==> src/rtl/bit_counter_pkg.sv <==
// Shared definitions for the pipelined bit-counting unit.
// Optional feature macro: BIT_COUNTER_POPCNT_EN enables the population count mode.
package bit_counter_pkg;

    typedef logic [2:0] bc_mode_t;

    localparam bc_mode_t BC_MODE_CLZ    = 3'd0;
    localparam bc_mode_t BC_MODE_CLO    = 3'd1;
    localparam bc_mode_t BC_MODE_CTZ    = 3'd2;
    localparam bc_mode_t BC_MODE_CTO    = 3'd3;
    localparam bc_mode_t BC_MODE_POPCNT = 3'd4;

    // Bits needed to hold a count in 0..width inclusive
    function automatic int bcCountWidth(input int width);
        return $clog2(width) + 1;
    endfunction

endpackage

==> src/rtl/bit_counter_chunk.sv <==
// Combinational per-chunk counter: leading zeros, all-zero flag and
// (when BIT_COUNTER_POPCNT_EN is defined) the chunk population count.
module bit_counter_chunk
    import bit_counter_pkg::*;
#(
    parameter int CHUNK_WIDTH = 8
) (
    input  logic [CHUNK_WIDTH-1:0]                  chunk_i,
    output logic [bcCountWidth(CHUNK_WIDTH)-1:0]    leadZeros_o,
    output logic                                    allZero_o
`ifdef BIT_COUNTER_POPCNT_EN
    ,
    output logic [bcCountWidth(CHUNK_WIDTH)-1:0]    popCount_o
`endif
);

    localparam int CNT_W = bcCountWidth(CHUNK_WIDTH);

    // Scan from the MSB for the first set bit; an empty chunk reports its full width
    always_comb begin
        logic found;
        found       = 1'b0;
        leadZeros_o = CNT_W'(CHUNK_WIDTH);
        for (int i = CHUNK_WIDTH - 1; i >= 0; i--) begin
            if (!found && chunk_i[i]) begin
                leadZeros_o = CNT_W'(CHUNK_WIDTH - 1 - i);
                found       = 1'b1;
            end
        end
    end

    assign allZero_o = ~|chunk_i;

`ifdef BIT_COUNTER_POPCNT_EN
    // Number of set bits in the chunk
    always_comb begin
        popCount_o = '0;
        for (int i = 0; i < CHUNK_WIDTH; i++) begin
            popCount_o = popCount_o + CNT_W'(chunk_i[i]);
        end
    end
`endif

endmodule

==> src/rtl/pipelined_bit_counter.sv <==
// Two-stage pipelined CLZ/CLO/CTZ/CTO (and optional POPCNT) unit with
// valid/ready handshake, tag side channel and flush.
// Optional feature macro: BIT_COUNTER_POPCNT_EN (mode 4 counts set bits;
// without it mode 4 is treated as reserved and returns 0).
module pipelined_bit_counter
    import bit_counter_pkg::*;
#(
    parameter int DATA_WIDTH  = 32,
    parameter int CHUNK_WIDTH = 8,
    parameter int TAG_WIDTH   = 5
) (
    input  logic                  clk,
    input  logic                  rst,
    input  logic                  flush,
    input  logic                  in_valid,
    output logic                  in_ready,
    input  logic [2:0]            in_mode,
    input  logic [DATA_WIDTH-1:0] in_operand,
    input  logic [TAG_WIDTH-1:0]  in_tag,
    output logic                  out_valid,
    input  logic                  out_ready,
    output logic [DATA_WIDTH-1:0] out_result,
    output logic [TAG_WIDTH-1:0]  out_tag
);

    localparam int NUM_CHUNKS = DATA_WIDTH / CHUNK_WIDTH;
    localparam int CNT_W      = bcCountWidth(DATA_WIDTH);
    localparam int CCNT_W     = bcCountWidth(CHUNK_WIDTH);

    if (DATA_WIDTH < 8 || (DATA_WIDTH & (DATA_WIDTH - 1)) != 0) begin : gBadDataWidth
        $error("DATA_WIDTH must be a power of two and at least 8");
    end
    if (CHUNK_WIDTH < 1 || (CHUNK_WIDTH & (CHUNK_WIDTH - 1)) != 0) begin : gBadChunkWidth
        $error("CHUNK_WIDTH must be a power of two");
    end
    if (CHUNK_WIDTH > DATA_WIDTH || (DATA_WIDTH % CHUNK_WIDTH) != 0) begin : gBadChunkSplit
        $error("CHUNK_WIDTH must divide DATA_WIDTH");
    end
    if (TAG_WIDTH < 1) begin : gBadTagWidth
        $error("TAG_WIDTH must be at least 1");
    end

    logic                                doInvert;
    logic                                doReverse;
    logic [DATA_WIDTH-1:0]               invOperand;
    logic [DATA_WIDTH-1:0]               normOperand;
    logic [NUM_CHUNKS-1:0][CCNT_W-1:0]   chunkLz;
    logic [NUM_CHUNKS-1:0]               chunkAllZero;

    logic                                s1Valid_q, s1Valid_d;
    bc_mode_t                            s1Mode_q;
    logic [TAG_WIDTH-1:0]                s1Tag_q;
    logic [NUM_CHUNKS-1:0][CCNT_W-1:0]   s1Lz_q;
    logic [NUM_CHUNKS-1:0]               s1AllZero_q;

    logic                                outValid_q, outValid_d;
    logic [DATA_WIDTH-1:0]               outResult_q, outResult_d;
    logic [TAG_WIDTH-1:0]                outTag_q;

    logic                                s2Load;
    logic                                s1Advance;
    logic                                inAccept;
    logic [CNT_W-1:0]                    leadSum;
    logic                                leadFound;

`ifdef BIT_COUNTER_POPCNT_EN
    logic [NUM_CHUNKS-1:0][CCNT_W-1:0]   chunkPop;
    logic [NUM_CHUNKS-1:0][CCNT_W-1:0]   s1Pop_q;
    logic [CNT_W-1:0]                    popSum;
`endif

    assign doInvert  = (in_mode == BC_MODE_CLO) || (in_mode == BC_MODE_CTO);
    assign doReverse = (in_mode == BC_MODE_CTZ) || (in_mode == BC_MODE_CTO);

    // Turn every counting mode into a leading-zero count from the MSB side
    always_comb begin
        invOperand  = doInvert ? ~in_operand : in_operand;
        normOperand = invOperand;
        if (doReverse) begin
            for (int i = 0; i < DATA_WIDTH; i++) begin
                normOperand[i] = invOperand[DATA_WIDTH - 1 - i];
            end
        end
    end

    for (genvar c = 0; c < NUM_CHUNKS; c++) begin : gChunk
        bit_counter_chunk #(
            .CHUNK_WIDTH (CHUNK_WIDTH)
        ) uChunk (
            .chunk_i     (normOperand[DATA_WIDTH - 1 - c * CHUNK_WIDTH -: CHUNK_WIDTH]),
            .leadZeros_o (chunkLz[c]),
            .allZero_o   (chunkAllZero[c])
`ifdef BIT_COUNTER_POPCNT_EN
            ,
            .popCount_o  (chunkPop[c])
`endif
        );
    end

    assign s2Load    = !outValid_q || out_ready;
    assign s1Advance = s1Valid_q && s2Load;
    assign in_ready  = !rst && !flush && (!s1Valid_q || s2Load);
    assign inAccept  = in_valid && in_ready;

    // Valid bits: flush empties both stages, otherwise data moves when the next stage frees up
    always_comb begin
        s1Valid_d  = s1Valid_q;
        outValid_d = outValid_q;
        if (flush) begin
            s1Valid_d  = 1'b0;
            outValid_d = 1'b0;
        end else begin
            if (s2Load) begin
                outValid_d = s1Valid_q;
            end
            if (inAccept) begin
                s1Valid_d = 1'b1;
            end else if (s1Advance) begin
                s1Valid_d = 1'b0;
            end
        end
    end

    // Stage 1 register: per-chunk partial counts plus mode and tag
    always_ff @(posedge clk) begin
        if (rst) begin
            s1Valid_q   <= 1'b0;
            s1Mode_q    <= '0;
            s1Tag_q     <= '0;
            s1Lz_q      <= '0;
            s1AllZero_q <= '0;
`ifdef BIT_COUNTER_POPCNT_EN
            s1Pop_q     <= '0;
`endif
        end else begin
            s1Valid_q <= s1Valid_d;
            if (inAccept) begin
                s1Mode_q    <= in_mode;
                s1Tag_q     <= in_tag;
                s1Lz_q      <= chunkLz;
                s1AllZero_q <= chunkAllZero;
`ifdef BIT_COUNTER_POPCNT_EN
                s1Pop_q     <= chunkPop;
`endif
            end
        end
    end

    // Combine chunk counts: whole empty chunks add their width until the first non-empty one
    always_comb begin
        leadSum   = '0;
        leadFound = 1'b0;
        for (int c = 0; c < NUM_CHUNKS; c++) begin
            if (!leadFound) begin
                if (s1AllZero_q[c]) begin
                    leadSum = leadSum + CNT_W'(CHUNK_WIDTH);
                end else begin
                    leadSum   = leadSum + CNT_W'(s1Lz_q[c]);
                    leadFound = 1'b1;
                end
            end
        end
`ifdef BIT_COUNTER_POPCNT_EN
        popSum = '0;
        for (int c = 0; c < NUM_CHUNKS; c++) begin
            popSum = popSum + CNT_W'(s1Pop_q[c]);
        end
`endif
        case (s1Mode_q)
            BC_MODE_CLZ, BC_MODE_CLO, BC_MODE_CTZ, BC_MODE_CTO:
                outResult_d = DATA_WIDTH'(leadSum);
`ifdef BIT_COUNTER_POPCNT_EN
            BC_MODE_POPCNT:
                outResult_d = DATA_WIDTH'(popSum);
`endif
            default:
                outResult_d = '0;
        endcase
    end

    // Output register: loads only when stage 1 hands over, so stalled results hold steady
    always_ff @(posedge clk) begin
        if (rst) begin
            outValid_q  <= 1'b0;
            outResult_q <= '0;
            outTag_q    <= '0;
        end else begin
            outValid_q <= outValid_d;
            if (s1Advance) begin
                outResult_q <= outResult_d;
                outTag_q    <= s1Tag_q;
            end
        end
    end

    assign out_valid  = outValid_q;
    assign out_result = outResult_q;
    assign out_tag    = outTag_q;

endmodule

==> config.mk <==
export PLATFORM = sky130hd
export DESIGN_NAME = pipelined_bit_counter
export DESIGN_NICKNAME = d
export VERILOG_FILES = /design/src/rtl/bit_counter_pkg.sv /design/src/rtl/bit_counter_chunk.sv /design/src/rtl/pipelined_bit_counter.sv
export SDC_FILE = /design/constraint.sdc
export NUM_CORES = 1
export LEC_CHECK = 0
export CORE_MARGIN = 2
export CORE_UTILIZATION = 55
export CTS_CLUSTER_DIAMETER = 200
export CTS_CLUSTER_SIZE = 24
export DETAILED_ROUTE_END_ITERATION = 8
export PLACE_DENSITY = 0.86
export SYNTH_ARGS = -nofsm -noshare
export SYNTH_HDL_FRONTEND = slang
export SYNTH_SLANG_ARGS = --single-unit
export TNS_END_PERCENT = 30
==> constraint.sdc <==
create_clock -name clk -period 9.61 [get_ports clk]
set_input_delay 0.961 -clock clk [delete_from_list [all_inputs] [get_ports clk]]
set_output_delay 0.961 -clock clk [all_outputs]
set_load 0.03 [all_outputs]
After elaboration in Yosys (flattened, before gate mapping). Cells that the tools add are included.

Flip-flop bits (word level): 67. Output and inout port bits: 39.

Bitwise logic cells: 1. Muxes and demuxes: 77. Add/sub/neg operators: 6. Equality and inequality tests: 6. Reductions and logical operators: 80.

Operators by type and width (count): 2-to-1 mux 4 bit (33); 2-to-1 mux 32 bit (2); 2-to-1 mux 6 bit (7); zero test 1 bit (36); 2-to-1 mux 1 bit (35); logical AND 1 bit (32); inverter 32 bit (1); OR reduction 8 bit (4); adder 6 x 4 -> 6 bit (3); adder 6 x 4 -> 6 bit (second input constant) (3); equality test 3 x 2 -> 1 bit (second input constant) (4); equality test 3 x 1 -> 1 bit (second input constant) (2); logical OR 1 bit (4); OR reduction 4 bit (1); zero test 3 bit (1); nonzero test 2 bit (1); OR reduction 2 bit (1).

Logic depth before layout (Yosys ltp). Gate-level depths: netlist (run 1).

Word-level depth: 26. Gate-level depth with buffers: 21. Depth with buffers taken out: 20.

Cells and area by module. A second synthesis (run 1) with hierarchy kept.

Cells, all modules: 432. Area, all modules: 3392.0 um2.

By module, submodules not included: pipelined_bit_counter (instances 1, cells an instance 372, area each 2966.6 um2); bit_counter_chunk (instances 4, cells an instance 15, area each 106.4 um2).

Worst setup path after synthesis (run 1). Ideal clock, no wire load.

Path type: flip-flop to flip-flop. Start: register s1AllZero_q[0]. End: register outResult_q[4], in the netlist out_result[4]. Clock period less this slack: 3.814 ns. Required time: 9.493 ns. Slack: 5.796 ns. Cell stages (with the launch flop): 20. Setup time: 0.117 ns. Arrival: 3.697 ns. Cells stage by stage: dfxtp_1 > clkbuf_1 > nor2b_1 > ha_1 > inv_1 > fa_1 > nor2_1 > nand2_1 > nand2_1 > inv_1 > fa_1 > nor2b_1 > o41ai_1 > ha_1 > nor2b_1 > o21a_1 > o221ai_1 > o41a_1 > o221ai_1 > a22o_1.

Cells in the longest elaborated chain, start to end: 11.

Ends and longest elaborated chain: from (decl) (RTL line pipelined_bit_counter.sv:54) `logic [NUM_CHUNKS-1:0] s1AllZero_q;`; from (signal assigned) (RTL line pipelined_bit_counter.sv:141) `s1AllZero_q <= chunkAllZero;`; 2-to-1 mux 4 bit (RTL line pipelined_bit_counter.sv:155) `if (s1AllZero_q[c]) begin`; adder 6 x 4 -> 6 bit (on tied branches) (RTL line pipelined_bit_counter.sv:158, pipelined_bit_counter.sv:156); 2-to-1 mux 6 bit (RTL line pipelined_bit_counter.sv:155); 2-to-1 mux 6 bit (RTL line pipelined_bit_counter.sv:154) `if (!leadFound) begin`; adder 6 x 4 -> 6 bit (on tied branches) (RTL line pipelined_bit_counter.sv:158, pipelined_bit_counter.sv:156); 2-to-1 mux 6 bit (RTL line pipelined_bit_counter.sv:155); 2-to-1 mux 6 bit (RTL line pipelined_bit_counter.sv:154); adder 6 x 4 -> 6 bit (on tied branches) (RTL line pipelined_bit_counter.sv:158, pipelined_bit_counter.sv:156); 2-to-1 mux 6 bit (RTL line pipelined_bit_counter.sv:155); 2-to-1 mux 6 bit (*) (RTL line pipelined_bit_counter.sv:154); 2-to-1 mux 6 bit (*) (RTL line pipelined_bit_counter.sv:169) `case (s1Mode_q)`; to (signal assigned) (RTL line pipelined_bit_counter.sv:190) `outResult_q <= outResult_d;`; to (decl) (RTL line pipelined_bit_counter.sv:57) `logic [DATA_WIDTH-1:0] outResult_q, outResult_d;`.

Mark *: on every way between the ends. The rest lies on a longest branch, timed or not. A chain may end at the register's enable or synchronous reset.

Worst setup path after layout (run 1).
Start: register s1AllZero_q[0]. End: register outResult_q[3], in the netlist out_result[3].

Same word-level chain as after synthesis.

==> results of run 1 <==
flip-flops by register name, indices dropped and copies added (netlist names):
signal	flops
out_result	6
out_tag	5
out_valid	1
s1AllZero_q	4
s1Lz_q	16
s1Mode_q	1
s1Tag_q	5
s1Valid_q	1
layout make-up:
class | count | area share (%)
tap | 80 | 2.34
clock buffer | 6 | 1.70
clock inverter | 2 | 0.293
timing repair buffer | 63 | 14.3
multi-input combinational | 395 | 61.5
sequential | 39 | 18.3
inverter | 18 | 1.58
cell usage after synthesis, drive strengths merged (2+ instances only):
cell | instances | area (um2)
a21oi | 59 | 295
buf | 45 | 348
nand2 | 43 | 161
dfxtp | 39 | 781
nor2 | 31 | 116
xnor2 | 29 | 254
and3b | 27 | 236
o22ai | 19 | 119
inv | 18 | 67.6
o21ai | 18 | 90.1
clkbuf | 15 | 56.3
nor2b | 14 | 87.6
ha | 13 | 163
o22a | 12 | 105
nor3b | 10 | 80.1
xor2 | 9 | 78.8
nand3 | 7 | 35.0
mux2i | 6 | 60.1
nand2b | 6 | 37.5
a211oi | 4 | 35.0
a21o | 4 | 30.0
nand4 | 4 | 25.0
nor3 | 4 | 20.0
o211ai | 4 | 30.0
o221ai | 4 | 35.0
a2111oi | 3 | 51.3
fa | 3 | 60.1
nand3b | 3 | 22.5
or3 | 3 | 18.8
a22oi | 2 | 15.0
and3 | 2 | 12.5
nor4 | 2 | 42.5
o2111ai | 2 | 17.5
o21bai | 2 | 18.8
o31a | 2 | 17.5
or2 | 2 | 12.5
worst min-delay path, stage by stage, from the launching register on:
cell and delay, ps:
sky130_fd_sc_hd__dfxtp_1 330, sky130_fd_sc_hd__nand2_1 40, sky130_fd_sc_hd__o21ai_0 50
worst max path at each step:
| stage | from | end | depth (start not counted) |
|---|---|---|---|
| floorplan | s1AllZero_q[0] | out_result[4] | 19 |
| global placement | s1AllZero_q[0] | out_result[4] | 18 |
| detailed placement | s1AllZero_q[0] | out_result[3] | 18 |
| CTS | s1AllZero_q[0] | out_result[3] | 18 |
| global route | s1AllZero_q[0] | out_result[4] | 18 |
| finish | s1AllZero_q[0] | out_result[3] | 18 |
power by group:
group | switching [mW] | internal, mW | total, mW
Combinational | 0.0744 | 0.0541 | 0.129
Sequential | 0.00242 | 0.165 | 0.167
Clock | 0.0564 | 0.0507 | 0.107
Total | 0.133 | 0.269 | 0.403
layout by cell type (no fill, tap or decap), types with 3 or more instances in the layout:
cell type,instances
sky130_fd_sc_hd__o21ai_0,12
sky130_fd_sc_hd__o22ai_1,19
sky130_fd_sc_hd__nand2_1,43
sky130_fd_sc_hd__xor2_1,9
sky130_fd_sc_hd__xnor2_1,29
sky130_fd_sc_hd__nor3b_1,9
sky130_fd_sc_hd__clkdlybuf4s50_1,56
sky130_fd_sc_hd__a211oi_1,3
sky130_fd_sc_hd__nor3_1,4
sky130_fd_sc_hd__nand2b_1,6
sky130_fd_sc_hd__nand3_1,7
sky130_fd_sc_hd__and3b_1,27
sky130_fd_sc_hd__nor2b_1,14
sky130_fd_sc_hd__ha_1,13
sky130_fd_sc_hd__nand3b_1,3
sky130_fd_sc_hd__buf_4,6
sky130_fd_sc_hd__clkbuf_8,5
sky130_fd_sc_hd__a21oi_1,59
sky130_fd_sc_hd__inv_1,18
sky130_fd_sc_hd__o21ai_1,6
sky130_fd_sc_hd__or3_1,3
sky130_fd_sc_hd__o221ai_1,4
sky130_fd_sc_hd__o211ai_1,4
sky130_fd_sc_hd__o22a_1,12
sky130_fd_sc_hd__nand4_1,4
sky130_fd_sc_hd__a21o_1,4
sky130_fd_sc_hd__dfxtp_1,39
sky130_fd_sc_hd__nor2_1,31
sky130_fd_sc_hd__mux2i_1,6
sky130_fd_sc_hd__fa_1,3
sky130_fd_sc_hd__conb_1,26
cells by family (layout without fill, tap and decap cells):
family / count (synthesis) / count (layout) / share of synthesized area [%]
other cells: 1 / 26 / 0.0991
compound gates: 148 / 148 / 25.8
buf+inv: 78 / 89 / 12.5
fa+ha+maj: 16 / 16 / 5.88
xor+xnor: 38 / 38 / 8.79
mux: 6 / 6 / 1.59
simple gates: 161 / 161 / 24.8
flops: 39 / 39 / 20.6
per-layer routing:
metal / up-vias / global-route usage, % / share of wire (%) / routed length [um]
met5: - / 0 / 0 / 0
met4: 0 / 7.53 / 0.83 / 70
met3: 7 / 3.32 / 4.6 / 388
met2: 104 / 38.4 / 50 / 4220
met1: 1662 / 29.2 / 44 / 3740
li1: 1760 / - / - / -
==> results.rst, run 1 <==
.. list-table::
   :header-rows: 1

   * - Metric
     - Value
   * - Number of placed instances with taps included
     - 595
   * - Worst reg-to-reg path cell count
     - 18
   * - H-tree Lvls
     - 2
   * - Final setup vio count
     - 0
   * - Core Region
     - 6720 um2
   * - Initial Util
     - 56.3%
   * - Later-pin clock latency in the skew report
     - 290 ps
   * - Critical Path Start Type
     - flip-flop
   * - Slew at the pin with the worst max-slew slack
     - 840 ps
   * - Final hold violations
     - 0
   * - Kind of cell adding the most delay to the critical path
     - adder cells
   * - Total die area
     - 7560 um2
   * - Count of input and output buffers
     - 57
   * - Worst reg2reg path startpoint
     - s1AllZero_q[0]
   * - Buffers plus inverters on the worst setup path
     - 3
   * - Critical-path top delay cell
     - sky130_fd_sc_hd__dfxtp_1
   * - Vias
     - 3533
   * - Hold_ws
     - 454 ps
   * - Maximum net fanout on the critical path
     - 15
   * - Number of different library cells in the post-synthesis netlist
     - 62
   * - CTS Buffer Depth
     - 2
   * - Crit path DAT
     - 4300 ps
   * - Achievable frequency
     - 243 MHz
   * - Area overhead of the layout relative to synthesis
     - 12.8%
   * - Number of hold buffers added after CTS
     - 0
   * - FFs w/ async S/R, synth
     - 0%
   * - Dominant cell type by count on the critical path
     - sky130_fd_sc_hd__inv_1
   * - Multi-input gate area in the final layout
     - 2630 um2
   * - Final Net Count
     - 583
   * - Final period utilization
     - 42.7%
   * - Slew Viols, Final
     - 0
   * - DR DRC count
     - 0
   * - Sequential cell area
     - 781 um2
   * - Pin count of the biggest net entering global routing
     - 67
   * - Average via count per standard cell
     - 5.86
   * - Clk sink count
     - 39
   * - Number of global-route vias before repair
     - 3232
   * - Floorplan row count
     - 30
   * - Hold Crit Depth
     - 2
   * - Number of standard cells after synthesis
     - 487
   * - Cell area after placement
     - 4190 um2
   * - Hold Startpoint
     - out_result[5]
   * - Clock tree from TritonCTS
     - built
   * - Post-synthesis instance area
     - 3780 um2
   * - Largest stage delay on the critical path
     - 610 ps
   * - Path class of the lowest-slack min-delay path
     - reg -> reg
   * - Reg2Reg Setup Slack
     - 5500 ps
   * - Diode insertion count for antenna repair
     - 0
   * - First-iteration detailed-routing DRC count
     - 168
   * - Number of non-filler instances in the completed layout
     - 603
   * - Die outline width
     - 87.0 um
   * - #FFs+latches synth
     - 39
   * - DP HPWL
     - 6280 um
   * - Tot Pwr
     - 403 uW
   * - Min cycle time layout
     - 4110 ps
   * - Crit path setup slack, layout
     - 5500 ps
   * - Number of buffers inserted by post-CTS setup repair
     - 0
   * - Layout Skew
     - 6.72 ps
   * - Hold worst-path end
     - out_result[5]
   * - Number of antenna violations at the first check in global routing
     - 0
   * - Setup crit end kind
     - flip-flop
   * - R2R Path End
     - out_result[3]
   * - Leakage power
     - 1.72 nW
   * - Number of max-cap violations
     - 0
   * - Share of final-layout standard cells stronger than drive strength 1
     - 4.78%
   * - Placer Congestion
     - 0.871
   * - Post-DRT Antenna Nets
     - 0
   * - TritonCTS Buffers
     - 5
   * - Avg WL per Cell
     - 14.0 um
   * - Count of boundary I/O pins
     - 84
   * - Cell area power density
     - 94.3 nW/um2
   * - Cell at the root of the clock tree
     - sky130_fd_sc_hd__clkbuf_8
   * - Unrepaired setup endpoints after global routing
     - no
   * - Reg clk slew, reported paths
     - 70 ps
   * - Die height
     - 87.0 um
   * - Outcome
     - complete, no violations
   * - Final wirelength
     - 8410 um
   * - Most used flip-flop cell after synthesis
     - sky130_fd_sc_hd__dfxtp_1
   * - Worst voltage drop across the vdd grid
     - 42.8 uV
   * - Total gr overflow
     - 0
   * - Minimum setup slack after placement
     - 5570 ps
   * - Normalized max-slew margin
     - 43.9%
   * - Worst path required time
     - 9800 ps
   * - Share of the core filled with cells
     - 63.6%
   * - Number of fill cells
     - 564
   * - Post-synthesis sequential area ratio
     - 20.6%
   * - Post-CTS sizing
     - 0
   * - Combined global-route utilization of all metal layers
     - 22.6%
   * - Avg Synthesized Cell Area
     - 7.77 um2
   * - First-pass GRT wire length
     - 14200 um
   * - Final total negative setup slack
     - 0 ps
   * - Post-route design area
     - 4270 um2
   * - Synth warnings
     - 0
   * - Sequence of cells on the critical path
     - nor2b_1 -> ha_1 -> inv_1 -> fa_1 -> nor2_1 -> nand2_1 -> nand2_1 -> inv_1 -> fa_1 -> o22ai_1 -> a21oi_1 -> inv_1 -> ha_1 -> a21o_1 -> a21oi_1 -> xor2_1 -> o211ai_1 -> a32o_1
   * - Number of synthesized flops with an enable pin
     - 0
   * - Critical path class
     - reg -> reg
   * - Number of iterations in the first detailed-routing pass
     - 4
No activity file was read; power rests on OpenSTA's default activity.
==> run 2, diff against run 1 <==
CORE_UTILIZATION = 47   (was 55)
PLACE_DENSITY = 0.78   (was 0.86)
clock period = 3.5 ns   (was 9.61 ns; I/O delays follow)
==> results.rst, run 2 (synthesis gave the netlist of run 1 again) <==
.. list-table::
   :header-rows: 1

   * - Metric
     - Value
   * - Final hold violations
     - 0 (unchanged)
   * - Cell at the root of the clock tree
     - sky130_fd_sc_hd__clkbuf_8 (unchanged)
   * - Diode insertion count for antenna repair
     - 0 (unchanged)
   * - Unrepaired setup endpoints after global routing
     - yes (was no)
   * - Multi-input gate area in the final layout
     - 2750 um2 (was 2630 um2)
   * - Most frequent cells in the layout
     - sky130_fd_sc_hd__a21oi_1, sky130_fd_sc_hd__clkdlybuf4s50_1, sky130_fd_sc_hd__nand2_1 (unchanged)
   * - Final Net Count
     - 607 (was 583)
   * - Critical Path Start Type
     - flip-flop (unchanged)
   * - Min cycle time layout
     - 3600 ps (was 4110 ps)
   * - Number of iterations in the first detailed-routing pass
     - 5 (was 4)
   * - Cell area power density
     - 247 nW/um2 (was 94.3 nW/um2)
   * - Slew Viols, Final
     - 0 (unchanged)
   * - Buffers plus inverters on the worst setup path
     - 2 (was 3)
   * - Outcome
     - complete, but fails checks (was complete, no violations)
   * - Path class of the lowest-slack min-delay path
     - reg -> reg (unchanged)
   * - H-tree Lvls
     - 2 (unchanged)
   * - Avg WL per Cell
     - 14.1 um (was 14.0 um)
   * - Clock tree from TritonCTS
     - built (unchanged)
   * - Share of final-layout standard cells stronger than drive strength 1
     - 13.7% (was 4.78%)
   * - Total die area
     - 8790 um2 (was 7560 um2)
   * - Final setup vio count
     - 2 (was 0)
   * - Sequence of cells on the critical path
     - nor2b_4 -> ha_4 -> inv_2 -> fa_2 -> xnor2_2 -> a21oi_2 -> inv_2 -> ha_4 -> nor2b_2 -> o41ai_4 -> ha_1 -> nor2b_1 -> o21a_1 -> o221ai_1 -> o41a_1 -> o221ai_2 -> a22o_1 (was nor2b_1 -> ha_1 -> inv_1 -> fa_1 -> nor2_1 -> nand2_1 -> nand2_1 -> inv_1 -> fa_1 -> o22ai_1 -> a21oi_1 -> inv_1 -> ha_1 -> a21o_1 -> a21oi_1 -> xor2_1 -> o211ai_1 -> a32o_1)
   * - Hold Startpoint
     - out_result[5] (unchanged)
   * - Crit path DAT
     - 3790 ps (was 4300 ps)
   * - Slew at the pin with the worst max-slew slack
     - 918 ps (was 840 ps)
   * - Pin count of the biggest net entering global routing
     - 67 (unchanged)
   * - Crit path setup slack, layout
     - -96.5 ps (was 5500 ps)
   * - Largest stage delay on the critical path
     - 370 ps (was 610 ps)
   * - Hold Crit Depth
     - 2 (unchanged)
   * - Initial Util
     - 48.7% (was 56.3%)
   * - Post-DRT Antenna Nets
     - 0 (unchanged)
   * - Die outline width
     - 93.7 um (was 87.0 um)
   * - Cell area after placement
     - 4370 um2 (was 4190 um2)
   * - Sequential cell area
     - 787 um2 (was 781 um2)
   * - Total gr overflow
     - 0 (unchanged)
   * - Reg clk slew, reported paths
     - 80 ps (was 70 ps)
   * - Die height
     - 93.7 um (was 87.0 um)
   * - Vias
     - 3666 (was 3533)
   * - Post-route design area
     - 4610 um2 (was 4270 um2)
   * - Kind of cell adding the most delay to the critical path
     - compound AO/OA/AOI/OAI gates (was adder cells)
   * - Number of antenna violations at the first check in global routing
     - 0 (unchanged)
   * - Worst reg-to-reg path cell count
     - 17 (was 18)
   * - Tot Pwr
     - 1.14 mW (was 403 uW)
   * - Area overhead of the layout relative to synthesis
     - 21.8% (was 12.8%)
   * - DP HPWL
     - 6470 um (was 6280 um)
   * - Number of fill cells
     - 666 (was 564)
   * - Share of the core filled with cells
     - 59.3% (was 63.6%)
   * - Final period utilization
     - 103% (was 42.7%)
   * - Register containing the most flip-flops in the final layout
     - s1Lz_q (unchanged)
   * - First-pass GRT wire length
     - 15200 um (was 14200 um)
   * - Setup crit end kind
     - flip-flop (unchanged)
   * - Critical path class
     - reg -> reg (unchanged)
   * - Clk sink count
     - 39 (unchanged)
   * - Flip-flop count of the largest register after layout
     - 16 (unchanged)
   * - Floorplan row count
     - 32 (was 30)
   * - Hold_ws
     - 455 ps (was 454 ps)
   * - Critical-path top delay cell
     - sky130_fd_sc_hd__dfxtp_4 (was sky130_fd_sc_hd__dfxtp_1)
   * - First-iteration detailed-routing DRC count
     - 211 (was 168)
   * - Average via count per standard cell
     - 5.65 (was 5.86)
   * - Layout Skew
     - 5.98 ps (was 6.72 ps)
   * - Final wirelength
     - 9130 um (was 8410 um)
   * - Number of global-route vias before repair
     - 3172 (was 3232)
   * - TritonCTS Buffers
     - 5 (unchanged)
   * - Logic depth of the worst setup path including buffers
     - 17 (was 18)
   * - Worst path required time
     - 3690 ps (was 9800 ps)
   * - DR DRC count
     - 0 (unchanged)
   * - Worst reg2reg path startpoint
     - s1AllZero_q[0] (unchanged)
   * - Achievable frequency
     - 278 MHz (was 243 MHz)
   * - Start point of the critical path
     - s1AllZero_q[0] (unchanged)
   * - Later-pin clock latency in the skew report
     - 290 ps (about the same)
   * - Leakage power
     - 1.87 nW (was 1.72 nW)
   * - Violations in the final reports
     - negative setup slack
   * - CTS Buffer Depth
     - 2 (unchanged)
   * - Placer Congestion
     - 0.866 (was 0.871)
   * - Worst voltage drop across the vdd grid
     - 156 uV (was 42.8 uV)
   * - Normalized max-slew margin
     - 38.8% (was 43.9%)
   * - Count of input and output buffers
     - 57 (unchanged)
   * - Number of max-cap violations
     - 0 (unchanged)
   * - Count of boundary I/O pins
     - 84 (unchanged)
   * - Core Region
     - 7770 um2 (was 6720 um2)
   * - Maximum net fanout on the critical path
     - 3 (was 15)
   * - Combined global-route utilization of all metal layers
     - 20.8% (was 22.6%)
run 2: changes by cell type in the layout (fill, tap and decap cells not counted), moves of 4 or more:
cell | previous run | this run
sky130_fd_sc_hd__a21oi_1 | 59 | 55
sky130_fd_sc_hd__a21oi_2 | 0 | 4
sky130_fd_sc_hd__buf_4 | 6 | 30
sky130_fd_sc_hd__nor2b_1 | 14 | 10
run 2: stage by stage:
step | setup WS [ps] | cells | TNS, ps
4_1_cts | -6.29 | 645 | -6.29
5_1_grt | -196 | 649 | -564
3_5_place_dp | -199 | 631 | -366
6_report | -96.5 | 649 | -126
3_3_place_gp | 12.0 | 631 | 0
2_1_floorplan | -54.1 | 512 | -70.8
run 2: area by class of cell:
class / instances / share of cell area, %
Inverter: 18 / 1.47
Clock inverter: 3 / 0.434
Tap cell: 102 / 2.77
Multi-Input combinational cell: 395 / 59.7
Sequential cell: 39 / 17.1
Timing Repair Buffer: 87 / 17.0
Clock buffer: 5 / 1.49
run 2: per-layer routing:
metal | part of all wire (%) | GRT usage, % | vias to the layer above
met4 | 1.7 | 4.35 | 0
met1 | 45 | 29.0 | 1697
li1 | - | - | 1817
met2 | 46 | 34.2 | 134
met3 | 6.4 | 2.97 | 18
met5 | 0 | 0 | -
run 2: power breakdown:
group | switching [mW] | total (mW) | internal (mW) | leakage (nW)
sequential | 0.00721 | 0.459 | 0.451 | 0.317
combinational | 0.210 | 0.371 | 0.160 | 1.51
clock | 0.169 | 0.308 | 0.139 | 0.0402
run 2: timing repair:
item / CTS / global route
buffers inserted: 6 / 4
pin swaps: 11 / 8
resized for setup: 13 / 6
setup endpoints to repair: 3 / 3
hold buffers: 0 / 0
run 2: final timing paths:
path | end | slack [ps]
setup / recovery | out_result[4] | -100
hold / removal | out_result[5] | 450
setup reg to reg | out_result[4] | -100
hold reg to reg | out_result[5] | 450
run 2: tightest hold or removal path, stage by stage (launching register included):
cell	delay (ps)
sky130_fd_sc_hd__dfxtp_1	320
sky130_fd_sc_hd__nand2_1	50
sky130_fd_sc_hd__o21ai_1	50
==> run 3, diff against run 2 <==
CTS_CLUSTER_DIAMETER = 40   (was 200)
MAX_ROUTING_LAYER = met4   (was default)
==> results.rst, run 3 (synthesis gave the netlist of run 1 again) <==
.. list-table::
   :header-rows: 1

   * - Metric
     - Value
   * - Outcome
     - complete, but fails checks (unchanged)
   * - Violations in the final reports
     - negative setup slack (unchanged)
   * - Normalized max-slew margin
     - 37.3% (was 38.8%)
   * - First-pass GRT wire length
     - 15100 um (was 15200 um)
   * - Unrepaired setup endpoints after global routing
     - yes (unchanged)
   * - Path class of the lowest-slack min-delay path
     - reg -> reg (unchanged)
   * - Total gr overflow
     - 0 (unchanged)
   * - Most common library cell in the layout ignoring fill and taps
     - sky130_fd_sc_hd__a21oi_1
   * - Slew at the pin with the worst max-slew slack
     - 940 ps (was 918 ps)
   * - Number of max-cap violations
     - 0 (unchanged)
   * - DP HPWL
     - 6650 um (was 6470 um)
   * - Later-pin clock latency in the skew report
     - 300 ps (was 290 ps)
   * - Post-route design area
     - 4550 um2 (was 4610 um2)
   * - Final hold violations
     - 0 (unchanged)
   * - Number of hold buffers added after CTS
     - 0 (unchanged)
   * - Cell area power density
     - 248 nW/um2 (was 247 nW/um2)
   * - Area overhead of the layout relative to synthesis
     - 20.2% (was 21.8%)
   * - Post-DRT Antenna Nets
     - 0 (unchanged)
   * - Final setup vio count
     - 1 (was 2)
   * - DR DRC count
     - 0 (unchanged)
   * - Final period utilization
     - 102% (was 103%)
   * - Worst path required time
     - 3690 ps (about the same)
   * - Leakage power
     - 1.84 nW (was 1.87 nW)
   * - Number of global-route vias before repair
     - 3272 (was 3172)
   * - Pin count of the biggest net entering global routing
     - 67 (unchanged)
   * - TritonCTS Buffers
     - 5 (unchanged)
   * - Sequential cell area
     - 787 um2 (unchanged)
   * - Share of final-layout standard cells stronger than drive strength 1
     - 12.5% (was 13.7%)
   * - Final total negative setup slack
     - -77.0 ps (was -126 ps)
   * - Setup crit end kind
     - flip-flop (unchanged)
   * - Min cycle time layout
     - 3580 ps (was 3600 ps)
   * - Final wirelength
     - 8860 um (was 9130 um)
   * - Clock tree from TritonCTS
     - built (unchanged)
   * - Maximum net fanout on the critical path
     - 4 (was 3)
   * - Final Net Count
     - 602 (was 607)
   * - Initial Util
     - 48.7% (unchanged)
   * - Die height
     - 93.7 um (unchanged)
   * - Achievable frequency
     - 280 MHz (was 278 MHz)
   * - Crit path DAT
     - 3770 ps (was 3790 ps)
   * - Core Region
     - 7770 um2 (unchanged)
   * - Register containing the most flip-flops in the final layout
     - s1Lz_q (unchanged)
   * - Clk sink count
     - 39 (unchanged)
   * - H-tree Lvls
     - 2 (unchanged)
   * - Crit path setup slack, layout
     - -77.0 ps (was -96.5 ps)
   * - CTS Buffer Depth
     - 2 (unchanged)
   * - Slew Viols, Final
     - 0 (unchanged)
   * - Number of iterations in the first detailed-routing pass
     - 4 (was 5)
   * - Layout Skew
     - 4.86 ps (was 5.98 ps)
   * - Average via count per standard cell
     - 5.55 (was 5.65)
   * - Multi-input gate area in the final layout
     - 2730 um2 (was 2750 um2)
   * - Vias
     - 3577 (was 3666)
   * - Number of antenna violations at the first check in global routing
     - 0 (unchanged)
   * - Number of fill cells
     - 690 (was 666)
   * - Flip-flop count of the largest register after layout
     - 16 (unchanged)
   * - Critical path class
     - reg -> reg (unchanged)
   * - Avg WL per Cell
     - 13.8 um (was 14.1 um)
   * - Floorplan row count
     - 32 (unchanged)
   * - Diode insertion count for antenna repair
     - 0 (unchanged)
   * - Combined global-route utilization of all metal layers
     - 21.3% (was 20.8%)
   * - Worst voltage drop across the vdd grid
     - 158 uV (was 156 uV)
   * - Critical Path Start Type
     - flip-flop (unchanged)
   * - Count of boundary I/O pins
     - 84 (unchanged)
   * - Cell at the root of the clock tree
     - sky130_fd_sc_hd__clkbuf_8 (unchanged)
   * - Total die area
     - 8790 um2 (unchanged)
   * - Tot Pwr
     - 1.13 mW (was 1.14 mW)
   * - Cell area after placement
     - 4370 um2 (unchanged)
   * - Most frequent cells in the layout
     - sky130_fd_sc_hd__a21oi_1, sky130_fd_sc_hd__clkdlybuf4s50_1, sky130_fd_sc_hd__nand2_1 (unchanged)
   * - Count of input and output buffers
     - 57 (unchanged)
   * - First-iteration detailed-routing DRC count
     - 155 (was 211)
   * - Die outline width
     - 93.7 um (unchanged)
   * - Reg clk slew, reported paths
     - 80 ps (about the same)
   * - Placer Congestion
     - 0.897 (was 0.866)
==> run 3: final timing paths <==
path / end / cells after the start / from / slack [ps]
hold / removal: s1Tag_q[3] / 2 / s1Tag_q[3] / 460
setup / recovery: out_result[4] / 17 / s1AllZero_q[0] / -80
setup reg to reg: out_result[4] / 17 / s1AllZero_q[0] / -80
hold reg to reg: s1Tag_q[3] / 2 / s1Tag_q[3] / 460
==> run 3: area by class of cell <==
cell class / count / area share (%)
inverter: 18 / 1.49
clock buffer: 5 / 1.51
multi-input combinational: 395 / 60.0
tap: 102 / 2.81
clock inverter: 3 / 0.440
sequential: 39 / 17.3
timing repair buffer: 82 / 16.5
==> run 3: routing by layer <==
metal | track usage, % | vias up | wire length, um
li1 | - | 1809 | -
met1 | 27.7 | 1654 | 4150
met2 | 35.8 | 103 | 4210
met3 | 2.49 | 11 | 399
met4 | 4.71 | 0 | 100
met5 | - | - | 0
==> run 3: critical path, cell delays in order, from the launching register on <==
cell and delay [ps]:
sky130_fd_sc_hd__dfxtp_4 370, sky130_fd_sc_hd__nor2b_4 130, sky130_fd_sc_hd__ha_4 140, sky130_fd_sc_hd__inv_2 30, sky130_fd_sc_hd__fa_2 350, sky130_fd_sc_hd__xnor2_1 130, sky130_fd_sc_hd__a21oi_1 180, sky130_fd_sc_hd__inv_1 90
sky130_fd_sc_hd__ha_4 240, sky130_fd_sc_hd__nor2b_1 150, sky130_fd_sc_hd__o41ai_2 330, sky130_fd_sc_hd__ha_1 320, sky130_fd_sc_hd__nor2b_4 140, sky130_fd_sc_hd__o21a_1 190, sky130_fd_sc_hd__o221ai_2 160, sky130_fd_sc_hd__o41a_1 200
sky130_fd_sc_hd__o221ai_2 120, sky130_fd_sc_hd__a22o_1 180
==> run 3: metrics by stage <==
stage	instances	util, %	hold slack, ps	setup slack (ps)
after floorplan	512	-	429	-54.1
after global placement	631	56.3	443	6.80
after detailed placement	631	56.3	451	-174
after CTS	642	58.2	459	-36.5
after global routing	644	58.6	471	-189
final	644	58.6	459	-77.0
==> run 3: report_power, final <==
| part | internal (mW) | switching [mW] | leakage, nW |
|---|---|---|---|
| combinational | 0.159 | 0.208 | 1.48 |
| sequential | 0.451 | 0.00686 | 0.317 |
| clock | 0.139 | 0.166 | 0.0402 |
==> run 3: what timing repair did <==
item | in CTS | in global routing
cloned | 0 | 0
pin swaps | 9 | 7
gates resized for setup | 12 | 4
buffers inserted | 3 | 2
setup endpoints to repair | 2 | 3
